===== config.mk =====
export PLATFORM = sky130hd
export DESIGN_NAME = ls_buffer
export DESIGN_NICKNAME = d
export VERILOG_FILES = /design/src/rtl/ls_buffer_pkg.sv /design/src/rtl/ls_buffer_fifo.sv /design/src/rtl/ls_buffer.sv
export SDC_FILE = /design/constraint.sdc
export NUM_CORES = 1
export LEC_CHECK = 0
export CAP_MARGIN = 15
export CORE_MARGIN = 2
export CORE_UTILIZATION = 54
export DETAILED_ROUTE_END_ITERATION = 16
export PLACE_DENSITY = 0.82
export SYNTH_ARGS = -nofsm -noshare
export SYNTH_HDL_FRONTEND = slang
export SYNTH_SLANG_ARGS = --single-unit

===== constraint.sdc =====
create_clock -name clk -period 13.4 [get_ports clk]
set_input_delay 2.68 -clock clk [delete_from_list [all_inputs] [get_ports clk]]
set_output_delay 2.68 -clock clk [all_outputs]
set_load 0.02 [all_outputs]

===== src/rtl/ls_buffer_pkg.sv =====
// -----------------------------------------------------------------------------
// pkg_structures
//
// Shared types for the load/store buffer:
//   instr_name_e  - memory instruction mnemonic carried with every entry
//   ls_entry_t    - one queue entry (instruction, two operands, immediate, tag)
//   ls_state_e    - sequencing states of the ls_buffer controller
//
// LS_TAG_WIDTH is the tag width stored inside an entry. ls_buffer casts its
// TAG_WIDTH port onto this field, so a wider TAG_WIDTH also needs this
// constant raised to match.
// -----------------------------------------------------------------------------
package pkg_structures;

  localparam int LS_TAG_WIDTH = 6;

  typedef enum logic [3:0] {
    INSTR_LB  = 4'd0,
    INSTR_LH  = 4'd1,
    INSTR_LW  = 4'd2,
    INSTR_LBU = 4'd3,
    INSTR_LHU = 4'd4,
    INSTR_SB  = 4'd5,
    INSTR_SH  = 4'd6,
    INSTR_SW  = 4'd7
  } instr_name_e;

  typedef struct packed {
    instr_name_e               instr_name;
    logic [31:0]               data_1;
    logic [31:0]               data_2;
    logic [31:0]               immediate;
    logic [LS_TAG_WIDTH-1:0]   tag;
  } ls_entry_t;

  typedef enum logic [1:0] {
    LS_IDLE   = 2'd0,
    LS_EXEC   = 2'd1,
    LS_RESULT = 2'd2
  } ls_state_e;

endpackage : pkg_structures


===== src/rtl/ls_buffer_fifo.sv =====
// -----------------------------------------------------------------------------
// ls_fifo
//
// Circular entry store for the load/store buffer. Head/tail pointers wrap
// modulo DEPTH (DEPTH is a power of two, so plain binary overflow does the
// wrap); the occupancy counter is one bit wider so "full" is representable.
// Storage is deliberately not reset: only pointers and count are cleared.
//
// Ports
//   clk       in   clock, rising edge
//   reset_n   in   asynchronous active-low reset (pointers/count only)
//   clear_i   in   synchronous clear of pointers/count; overrides push/pop
//   push_i    in   write wdata_i at tail (ignored when full)
//   pop_i     in   retire the head entry (ignored when empty)
//   wdata_i   in   entry to write
//   rdata_o   out  entry at head (valid when count_o != 0)
//   count_o   out  registered occupancy, 0..DEPTH
// -----------------------------------------------------------------------------
module ls_fifo
  import pkg_structures::*;
#(
  parameter int DEPTH = 8
) (
  input  logic                     clk,
  input  logic                     reset_n,
  input  logic                     clear_i,
  input  logic                     push_i,
  input  logic                     pop_i,
  input  ls_entry_t                wdata_i,
  output ls_entry_t                rdata_o,
  output logic [$clog2(DEPTH):0]   count_o
);

  localparam int PTR_W = $clog2(DEPTH);
  localparam logic [PTR_W:0] DEPTH_C = (PTR_W+1)'(DEPTH);

  logic [PTR_W-1:0] head_q, head_d;
  logic [PTR_W-1:0] tail_q, tail_d;
  logic [PTR_W:0]   count_q, count_d;
  logic             push_ok, pop_ok;

  ls_entry_t mem_q [DEPTH];

  // Guards live here as well as in the caller so the FIFO can never
  // overrun or underrun regardless of how it is driven.
  assign push_ok = push_i && (count_q < DEPTH_C) && !clear_i;
  assign pop_ok  = pop_i && (count_q != '0) && !clear_i;

  always_comb begin
    head_d  = head_q;
    tail_d  = tail_q;
    count_d = count_q;
    if (clear_i) begin
      head_d  = '0;
      tail_d  = '0;
      count_d = '0;
    end else begin
      if (push_ok) tail_d = tail_q + PTR_W'(1);
      if (pop_ok)  head_d = head_q + PTR_W'(1);
      case ({push_ok, pop_ok})
        2'b10:   count_d = count_q + (PTR_W+1)'(1);
        2'b01:   count_d = count_q - (PTR_W+1)'(1);
        default: count_d = count_q;
      endcase
    end
  end

  always_ff @(posedge clk or negedge reset_n) begin
    if (!reset_n) begin
      head_q  <= '0;
      tail_q  <= '0;
      count_q <= '0;
    end else begin
      head_q  <= head_d;
      tail_q  <= tail_d;
      count_q <= count_d;
    end
  end

  always_ff @(posedge clk) begin
    if (push_ok) mem_q[tail_q] <= wdata_i;
  end

  assign rdata_o = mem_q[head_q];
  assign count_o = count_q;

endmodule : ls_fifo


===== src/rtl/ls_buffer.sv =====
// -----------------------------------------------------------------------------
// ls_buffer
//
// In-order load/store buffer. Dispatch pushes memory ops into ls_fifo; a
// three-state controller presents the head op to the load/store execution
// unit, captures its result and holds it on the result broadcast until the
// consumer acknowledges. Only one op is in flight at a time.
//
//   state     | meaning
//   ----------+-------------------------------------------------------------
//   LS_IDLE   | nothing presented; move to LS_EXEC once the queue is non-empty
//   LS_EXEC   | head op on exu_*; exu_done pops it and latches the result
//   LS_RESULT | result_* broadcast held until result_ack
//
// Optional build macro: LS_BUFFER_FLUSH_EN adds input `flush` (mispredict
// recovery). A flush empties the queue, returns the controller to LS_IDLE,
// drops any same-cycle enqueue and overrides exu_done/result_ack.
//
// Ports
//   clk, reset_n                  clock / asynchronous active-low reset
//   flush                         (LS_BUFFER_FLUSH_EN only) synchronous flush
//   in_valid / in_ready           dispatch handshake; in_ready = count < DEPTH
//   in_instr_name, in_data_1/2,
//   in_immediate, in_tag          entry payload
//   exu_valid, exu_instr_name,
//   exu_data_1/2, exu_immediate   head op to the execution unit
//   exu_done, exu_result          execution-unit completion and result data
//   result_valid/tag/data         completion broadcast
//   result_ack                    consumer takes the broadcast
// -----------------------------------------------------------------------------
module ls_buffer
  import pkg_structures::*;
#(
  parameter int DEPTH     = 8,
  parameter int TAG_WIDTH = 6
) (
  input  logic                  clk,
  input  logic                  reset_n,
`ifdef LS_BUFFER_FLUSH_EN
  input  logic                  flush,
`endif
  input  logic                  in_valid,
  output logic                  in_ready,
  input  instr_name_e           in_instr_name,
  input  logic [31:0]           in_data_1,
  input  logic [31:0]           in_data_2,
  input  logic [31:0]           in_immediate,
  input  logic [TAG_WIDTH-1:0]  in_tag,
  output logic                  exu_valid,
  output instr_name_e           exu_instr_name,
  output logic [31:0]           exu_data_1,
  output logic [31:0]           exu_data_2,
  output logic [31:0]           exu_immediate,
  input  logic                  exu_done,
  input  logic [31:0]           exu_result,
  output logic                  result_valid,
  output logic [TAG_WIDTH-1:0]  result_tag,
  output logic [31:0]           result_data,
  input  logic                  result_ack
);

  localparam int CNT_W = $clog2(DEPTH) + 1;
  localparam logic [CNT_W-1:0] DEPTH_C = CNT_W'(DEPTH);

  ls_state_e             state_q, state_d;
  logic [TAG_WIDTH-1:0]  result_tag_q, result_tag_d;
  logic [31:0]           result_data_q, result_data_d;

  ls_entry_t             in_entry;
  ls_entry_t             head_entry;
  logic [CNT_W-1:0]      fifo_count;
  logic                  push;
  logic                  pop;
  logic                  flush_w;

`ifdef LS_BUFFER_FLUSH_EN
  assign flush_w = flush;
`else
  assign flush_w = 1'b0;
`endif

  always_comb begin
    in_entry            = '0;
    in_entry.instr_name = in_instr_name;
    in_entry.data_1     = in_data_1;
    in_entry.data_2     = in_data_2;
    in_entry.immediate  = in_immediate;
    in_entry.tag        = LS_TAG_WIDTH'(in_tag);
  end

  // in_ready comes straight off the registered count: a pop in the same
  // cycle does not open a slot until the next edge.
  assign in_ready = (fifo_count < DEPTH_C);
  assign push     = in_valid && in_ready && !flush_w;

  ls_fifo #(
    .DEPTH (DEPTH)
  ) u_fifo (
    .clk     (clk),
    .reset_n (reset_n),
    .clear_i (flush_w),
    .push_i  (push),
    .pop_i   (pop),
    .wdata_i (in_entry),
    .rdata_o (head_entry),
    .count_o (fifo_count)
  );

  always_comb begin
    state_d       = state_q;
    pop           = 1'b0;
    result_tag_d  = result_tag_q;
    result_data_d = result_data_q;
    case (state_q)
      LS_IDLE: begin
        if (fifo_count != '0) state_d = LS_EXEC;
      end
      LS_EXEC: begin
        if (exu_done) begin
          pop           = 1'b1;
          result_tag_d  = TAG_WIDTH'(head_entry.tag);
          result_data_d = exu_result;
          state_d       = LS_RESULT;
        end
      end
      LS_RESULT: begin
        if (result_ack) state_d = LS_IDLE;
      end
      default: state_d = LS_IDLE;
    endcase
    // Flush wins over completion and acknowledge; the result registers keep
    // their contents but are no longer broadcast once back in LS_IDLE.
    if (flush_w) begin
      state_d = LS_IDLE;
      pop     = 1'b0;
    end
  end

  always_ff @(posedge clk or negedge reset_n) begin
    if (!reset_n) begin
      state_q       <= LS_IDLE;
      result_tag_q  <= '0;
      result_data_q <= '0;
    end else begin
      state_q       <= state_d;
      result_tag_q  <= result_tag_d;
      result_data_q <= result_data_d;
    end
  end

  assign exu_valid      = (state_q == LS_EXEC);
  assign exu_instr_name = head_entry.instr_name;
  assign exu_data_1     = head_entry.data_1;
  assign exu_data_2     = head_entry.data_2;
  assign exu_immediate  = head_entry.immediate;

  assign result_valid   = (state_q == LS_RESULT);
  assign result_tag     = result_tag_q;
  assign result_data    = result_data_q;

endmodule : ls_buffer


==> results of run 1 <==
-- worst register-to-register path, stage by stage, from the launching register on --
cell and delay (ps):
dfrtp_1 400, nor2b_1 370, nand2b_1 310, nor2_4 800, buf_4 690, buf_4 740
-- sequential cells by signal, indices dropped and copies added (netlist names) --
signal,count
u_fifo.count_o,4
u_fifo.mem_q,848
result_data,32
result_tag,6
state_q,2
u_fifo.head_q,3
u_fifo.tail_q,3
-- synthesized netlist by cell type, types with 3 or more instances --
master,instances,area share
buf_12,12,0.0069
a22oi_1,6,0.0013
edfxtp_1,848,0.73
mux2i_1,12,0.0034
mux2_2,71,0.023
buf_2,28,0.0040
mux2_4,74,0.032
buf_6,3,0.00096
o221ai_1,5,0.0012
buf_1,8,0.00086
inv_1,4,0.00043
nor3_1,3,0.00043
nand2b_1,4,0.00071
mux4_2,200,0.13
clkbuf_1,13,0.0014
dfrtp_1,50,0.036
buf_4,101,0.022
xnor2_1,4,0.0010
o21ai_1,6,0.00086
nand2_1,12,0.0013
nor2_1,10,0.0011
ha_1,5,0.0018
xor2_1,6,0.0015
-- where the power goes --
part	internal, mW	switching (mW)
combinational	1.61	1.48
clock	1.38	1.01
sequential	3.43	0.177
-- layer usage --
metal | wire, microns | vias up | track usage
li1 | - | 6609 | -
met1 | 26620 | 8163 | 0.2614
met2 | 36080 | 467 | 0.3554
met3 | 4328 | 91 | 0.04802
met4 | 1198 | 12 | 0.05877
met5 | 74 | - | 0
-- path summary, 6_finish.rpt --
path                                           end  slack, ps  cells after the start
worst max-delay path                exu_data_2[18]       6400                      5
worst min-delay path                 result_tag[1]        490                      2
worst max register to register  u_fifo.mem_q[2][3]       9690                      5
worst min register to register       result_tag[1]        490                      2
max in group asynchronous         u_fifo.head_q[2]      10730                      2
min in group asynchronous         u_fifo.head_q[1]       2180                      2
-- layout make-up --
type                    instances  area share
flip-flops and latches        898      0.6550
multi-input cells             433      0.1738
repair buffers                312     0.07543
clock buffers                 116     0.05863
well taps                     855     0.02622
clock inverters                47     0.01012
inverters                       4   0.0003680
diodes                          6   0.0003680
-- kinds of logic after synthesis --
family	Yosys count
buffers and inverters	171
adders and majority gates	5
xor gates and xnor gates	10
and+or+nand+nor	36
DFF	898
muxes	359
AOI/OAI and AO/OA	23
-- stage by stage --
stage	cell area, sq um	hold slack (ps)
floorplan	35050	436.9
global placement	37960	456.6
detailed placement	37960	482.8
CTS	40760	490.4
global route	40790	512.7
finish	40800	487.8
==> flow_metrics.py, run 1 <==
metrics = {
    "synthesis": {
        "synthAdderAreaFrac": 0.001785,
        "yosys.area_share.simple": 0.004891,
        "ys.flop_type": "edfxtp_1",
        "syn-num-nets": 1650,
        "synth_edf_count": 848,
        "async_flop_share": 0.05568,
        "ys.warnings.count": 0,
        "synth-compound-area-share": 0.004534,
        "syn_avg_cell_area_sq_um": 23.34,
        "ys_seq_area_frac": 0.7622,
        "synth_xor_area_frac": 0.002499,
        "syn_area_sq_um": 35050,
        "synthCells": 1502,
        "synth_mux_area_frac": 0.1871,
        "synth_seq_cells": 898,
        "synth_cell_type_count": 36,
        "synth_top_family_by_area": "multiplexers",
    },
    "timing": {
        "rsz0062_at_grt": "no",
        "worst_pin_slew_ps": 1219,
        "period_needed_ps": 7005,
        "maxSlewViolCount": 0,
        "final.setup.tns_ps": 0,
        "hold_violations": 0,
        "fin_crit_sh": 0.5227,
        "finalClockSkew_ps": 25.83,
        "setup_viol": 0,
        "slew_headroom": 0.1874,
        "worst_slack_ps": 6395,
        "fmax_ghz": 0.1428,
    },
    "final_layout": {
        "seqCellArea_sq_um": 26730,
        "instances_no_fill": 2671,
        "final_cell_mix": "848 x edfxtp_1, 282 x clkdlybuf4s50_1, 200 x mux4_2, 92 x clkbuf_16, 74 x mux2_4",
        "final_common_cell": "edfxtp_1",
        "drive_gt1_frac": 0.2785,
        "syn2layout_area_growth_pct": 16.41,
        "fin_nets": 1887,
        "nFillCells": 4110,
        "final_util": 0.6341,
        "multi_input_area_sq_um": 7093,
    },
    "pwr": {
        "p_total_mw": 9.094,
        "p_leak_nw": 13.32,
        "powerDensity_nw_per_um2": 222.9,
        "ir_worst_vdd_mv": 0.2275,
    },
    "critical_path": {
        "cp_num_buf_inv": 3,
        "critPathLaunchType": "register",
        "end_kind": "output pin",
        "slowest_stage": "buf_4",
        "crit_chain": "buf_4 > buf_4 > mux4_2 > mux2_4 > clkdlybuf4s50_1",
        "slowest_delay_ps": 840,
        "cp_data_arrival_time_ps": 4320,
        "r2r-start": "u_fifo.count_o[3]",
        "path_class": "reg -> out",
        "cp_max_fo": 66,
        "cpMostUsedCell": "buf_4",
        "critical-path-top-delay-family": "buffers and inverters",
        "worstPathRequired_ps": 10720,
        "crit_start": "u_fifo.head_q[1]",
    },
    "global_routing": {
        "globalRouteOverflowTotal": 0,
        "grt_pass1_wl_microns": 102100,
        "grt_pass1_vias": 16503,
        "grt_antenna_before_repair": 10,
        "track_usage": 0.2054,
        "grt_start_max_net_pins": 120,
    },
    "routing": {
        "drt_iter0_markers": 1299,
        "avgRoutedWirePerCell_microns": 25.57,
        "num_vias": 15342,
        "wl_microns": 68310,
        "routed_via_density": 5.744,
        "drc_errors": 0,
        "ant_nets": 0,
        "dr.pass1.iters": 5,
    },
    "floorplanning": {
        "die_h_microns": 258.8,
        "fp-row-count": 93,
        "io_pins": 284,
        "core_area_sq_um": 64350,
        "start_util": 0.5447,
        "die_w_microns": 258.8,
        "die-area_sq_um": 66960,
    },
    "clock_network": {
        "cts.path.max_buffers": 3,
        "holdBufCountCts": 0,
        "path_clk_slew_ps": 60,
        "htreeDepth": 3,
        "clock-sinks": 898,
        "cts_made_buffers": 90,
        "cts.repair.resized": 0,
        "cts_tree": "yes",
        "root_buffer": "clkbuf_16",
        "postCtsSetupRepairBufs": 0,
        "clock_latency_ps": 640,
    },
    "status": {
        "status": "complete, no violations",
    },
    "placed_design": {
        "dp_cells": 2501,
        "place.gp.congestion": 0.7370,
        "hpwl_microns": 36730,
        "preCtsSetupSlack_ps": 6756,
        "port_buffers": 283,
    },
    "min_path": {
        "min_from": "result_tag[1]",
        "hold_class": "reg -> reg",
    },
    "flow_run": {
        "max-cap-violations": 0,
    },
}
Note: power is estimated with default switching activity, not from simulation.
==> inputs of run 2 (changes only) <==
- clock period: 13.4 -> 7 ns (I/O delays scaled with it)
==> flow_metrics.py, run 2 (same netlist as run 1, synthesis figures left out) <==
metrics = {
    "placed_design": {
        "hpwl_microns": 37440,
        "port_buffers": 283,
        "place.gp.congestion": 0.7344,
        "placed_area_sq_um": 38040,
    },
    "timing": {
        "hold_violations": 0,
        "finalClockSkew_ps": 29.41,
        "period_needed_ps": 5250,
        "final.setup.tns_ps": 0,
        "rsz0062_at_grt": "no",
        "worst_pin_slew_ps": 985.6,
        "slew_headroom": 0.3414,
        "setup_viol": 0,
        "hold_slack_ps": 480.2,
        "fmax_ghz": 0.1905,
        "fin_crit_sh": 0.7500,
        "maxSlewViolCount": 0,
    },
    "clock_network": {
        "holdBufCountCts": 0,
        "cts.repair.resized": 0,
        "cts.path.max_buffers": 3,
        "clock_latency_ps": 630,
        "root_buffer": "clkbuf_16",
        "cts_tree": "yes",
        "path_clk_slew_ps": 60,
        "htreeDepth": 3,
        "postCtsSetupRepairBufs": 0,
        "cts_made_buffers": 89,
        "clock-sinks": 898,
    },
    "routing": {
        "drc_errors": 0,
        "dr.pass1.iters": 5,
        "ant_nets": 0,
        "avgRoutedWirePerCell_microns": 25.59,
        "drt_iter0_markers": 1195,
        "wl_microns": 68330,
        "num_vias": 15548,
        "routed_via_density": 5.823,
    },
    "critical_path": {
        "slowest_delay_ps": 950,
        "cp_num_buf_inv": 2,
        "cp_max_fo": 41,
        "reg2reg_slack_ps": 4100,
        "crit_start": "u_fifo.head_q[0]",
        "worstPathRequired_ps": 5600,
        "worst_r2r_path_depth": 4,
        "crit_chain": "buf_4 > mux4_2 > mux2_4 > clkdlybuf4s50_1",
        "path_class": "reg -> out",
        "rr_endpoint": "u_fifo.mem_q[2][44]",
        "end_kind": "output pin",
        "endpoint": "exu_immediate[31]",
        "critical-path-top-delay-family": "buffers and inverters",
        "cp.depth": 4,
        "r2r-start": "u_fifo.count_o[3]",
        "slowest_stage": "dfrtp_4",
        "cp_data_arrival_time_ps": 3850,
        "critPathLaunchType": "register",
    },
    "global_routing": {
        "track_usage": 0.2063,
        "grt_pass1_vias": 16607,
        "grt_pass1_wl_microns": 102700,
        "globalRouteOverflowTotal": 0,
        "grt_antenna_before_repair": 11,
        "grt_start_max_net_pins": 107,
    },
    "final_layout": {
        "final_cell_mix": "848 x edfxtp_1, 282 x clkdlybuf4s50_1, 200 x mux4_2, 93 x clkbuf_16, 74 x mux2_4",
        "final_common_cell": "edfxtp_1",
        "drive_gt1_frac": 0.2815,
        "largest_reg_flops": 848,
        "regMostFlops": "u_fifo.mem_q",
        "fin_area_sq_um": 40760,
        "syn2layout_area_growth_pct": 16.28,
        "fin_nets": 1890,
    },
    "floorplanning": {
        "start_util": 0.5447,
        "fp-row-count": 93,
        "die_w_microns": 258.8,
        "core_area_sq_um": 64350,
        "die-area_sq_um": 66960,
        "die_h_microns": 258.8,
        "io_pins": 284,
    },
    "pwr": {
        "p_total_mw": 17.28,
        "powerDensity_nw_per_um2": 424.0,
        "ir_worst_vdd_mv": 0.3368,
        "p_leak_nw": 13.30,
    },
    "min_path": {
        "hold_class": "reg -> reg",
    },
    "flow_run": {
        "max-cap-violations": 0,
    },
    "status": {
        "status": "complete, no violations",
    },
}
run 2: how the worst min path moves through the flow:
stage | from | end | slack [ps] | depth (start not counted)
5_1_grt | state_q[1] | state_q[0] | 500 | 1
2_1_floorplan | state_q[1] | state_q[0] | 440 | 1
3_5_place_dp | state_q[1] | state_q[0] | 470 | 1
3_3_place_gp | state_q[1] | state_q[0] | 450 | 1
4_1_cts | state_q[1] | state_q[0] | 480 | 1
6_report | state_q[1] | state_q[0] | 480 | 1
run 2: area by class of cell:
type / count / area, sq um
flip-flops and latches: 898 / 26730
fillers: 4123 / 23590
multi-input cells: 433 / 7106
repair buffers: 316 / 3126
clock buffers: 113 / 2402
well taps: 855 / 1070
clock inverters: 48 / 302.8
inverters: 4 / 15.01
diodes: 3 / 7.507
run 2: stage by stage:
step	std cells	worst slack, ps	util
5_1_grt	2670	1488	0.6334
4_1_cts	2667	1610	0.6332
2_1_floorplan	1502	93.69	-
3_5_place_dp	2506	2322	0.5912
6_report	2670	1750	0.6334
3_3_place_gp	2506	2409	0.5912
run 2: power by group:
group	internal, mW	leakage (nW)	switching [mW]
Clock	2.50	1.32	1.91
Sequential	6.57	8.25	0.369
Combinational	3.08	3.73	2.85
run 2: routing by layer:
layer,GRT usage,part of all wire
met1,0.2744,0.40
met2,0.3440,0.51
met3,0.04783,0.061
met4,0.06150,0.021
met5,0,0.0015
==> inputs of run 3 (changes only) <==
- clock period: 7 -> 5.2 ns (I/O delays scaled with it)
==> flow_metrics.py, run 3 (same netlist as run 1, synthesis figures left out) <==
metrics = {
    "final_layout": {
        "final_cell_mix": "848 x edfxtp_1, 282 x clkdlybuf4s50_1, 200 x mux4_2, 91 x clkbuf_16, 74 x mux2_4",
        "final_util": 0.6398,
        "fin_nets": 1896,
        "final_common_cell": "edfxtp_1",
        "nFillCells": 4042,
        "fin_area_sq_um": 41170,
        "regMostFlops": "u_fifo.mem_q",
        "largest_reg_flops": 848,
        "drive_gt1_frac": 0.2865,
        "syn2layout_area_growth_pct": 17.45,
        "multi_input_area_sq_um": 7106,
        "seqCellArea_sq_um": 26730,
    },
    "min_path": {
        "hold_class": "in -> async",
    },
    "floorplanning": {
        "io_pins": 284,
        "die_w_microns": 258.8,
        "fp-row-count": 93,
        "core_area_sq_um": 64350,
        "die-area_sq_um": 66960,
        "start_util": 0.5447,
        "die_h_microns": 258.8,
    },
    "critical_path": {
        "path_class": "reg -> out",
        "cp_max_fo": 62,
        "slowest_stage": "dfrtp_4",
        "crit_chain": "buf_4 > mux4_2 > mux2_2 > clkdlybuf4s50_1",
        "worstPathRequired_ps": 4160,
        "cp_num_buf_inv": 2,
        "cp_data_arrival_time_ps": 3430,
        "end_kind": "output pin",
        "worst_r2r_path_depth": 5,
        "slowest_delay_ps": 1100,
        "critPathLaunchType": "register",
        "critical-path-top-delay-family": "flip-flops",
        "cp.depth": 4,
    },
    "global_routing": {
        "grt_pass1_wl_microns": 103300,
        "grt_start_max_net_pins": 90,
        "globalRouteOverflowTotal": 0,
        "grt_antenna_before_repair": 4,
        "grt_pass1_vias": 16775,
        "track_usage": 0.2074,
    },
    "routing": {
        "dr.pass1.iters": 7,
        "num_vias": 15554,
        "wl_microns": 68480,
        "drc_errors": 0,
        "ant_nets": 0,
        "drt_iter0_markers": 1313,
        "avgRoutedWirePerCell_microns": 25.55,
        "routed_via_density": 5.804,
    },
    "clock_network": {
        "cts_tree": "yes",
        "holdBufCountCts": 0,
        "cts.repair.resized": 0,
        "clock_latency_ps": 640,
        "root_buffer": "clkbuf_16",
        "postCtsSetupRepairBufs": 0,
        "cts_made_buffers": 88,
        "path_clk_slew_ps": 60,
        "clock-sinks": 898,
        "htreeDepth": 3,
        "cts.path.max_buffers": 3,
    },
    "timing": {
        "fmax_ghz": 0.2235,
        "rsz0062_at_grt": "no",
        "hold_violations": 0,
        "fin_crit_sh": 0.8603,
        "final.setup.tns_ps": 0,
        "setup_viol": 0,
        "hold_slack_ps": 249.7,
        "worst_pin_slew_ps": 1020,
        "period_needed_ps": 4473,
        "maxSlewViolCount": 0,
        "finalClockSkew_ps": 20.89,
        "slew_headroom": 0.3202,
    },
    "flow_run": {
        "max-cap-violations": 0,
    },
    "placed_design": {
        "place.gp.congestion": 0.7430,
        "placed_area_sq_um": 38250,
        "hpwl_microns": 37260,
        "port_buffers": 283,
    },
    "pwr": {
        "p_total_mw": 23.76,
        "powerDensity_nw_per_um2": 577.2,
        "ir_worst_vdd_mv": 0.4799,
        "p_leak_nw": 13.48,
    },
    "status": {
        "status": "complete, no violations",
    },
}
==> run 3: cell count changes in the layout (fill, tap and decap cells not counted), sizes merged <==
cell and change:
buf +7, bufinv +7, clkbuf -10, clkinv +4, clkinvlp -1, inv +3
==> run 3: routing by layer <==
| layer | global-route usage | vias up | routed length, microns |
|---|---|---|---|
| met4 | 0.05556 | 6 | 1183 |
| met1 | 0.2705 | 8319 | 26900 |
| met2 | 0.3582 | 514 | 35870 |
| li1 | - | 6626 | - |
| met3 | 0.04294 | 89 | 4479 |
| met5 | 0 | - | 45 |
==> run 3: final timing paths <==
kind | from | slack (ps) | endpoint
setup / recovery | u_fifo.head_q[1] | 730 | exu_data_1[21]
hold / removal | reset_n | 250 | result_data[26]
setup reg to reg | u_fifo.count_o[3] | 2800 | u_fifo.mem_q[2][46]
hold reg to reg | result_tag[2] | 490 | result_tag[2]
max in group asynchronous | reset_n | 4450 | u_fifo.head_q[2]
min in group clk | result_tag[2] | 490 | result_tag[2]
==> run 3: report_power, final <==
| part | switching, mW | internal, mW |
|---|---|---|
| Combinational | 3.81 | 4.28 |
| Sequential | 0.545 | 8.84 |
| Clock | 2.63 | 3.66 |
==> run 3: metrics by stage <==
step	std cells	setup WS, ps
floorplan	1502	-1346
finish	2680	726.5
global placement	2512	1347
detailed placement	2512	1326
global route	2678	552.7
CTS	2676	622.1
==> run 3: area by class of cell <==
cell class              count  share of cell area
clock inverters            61             0.01377
well taps                 855             0.02599
inverters                   4           0.0003647
multi-input cells         433              0.1726
repair buffers            323             0.08145
clock buffers             103             0.05641
diodes                      3           0.0001824
flip-flops and latches    898              0.6492
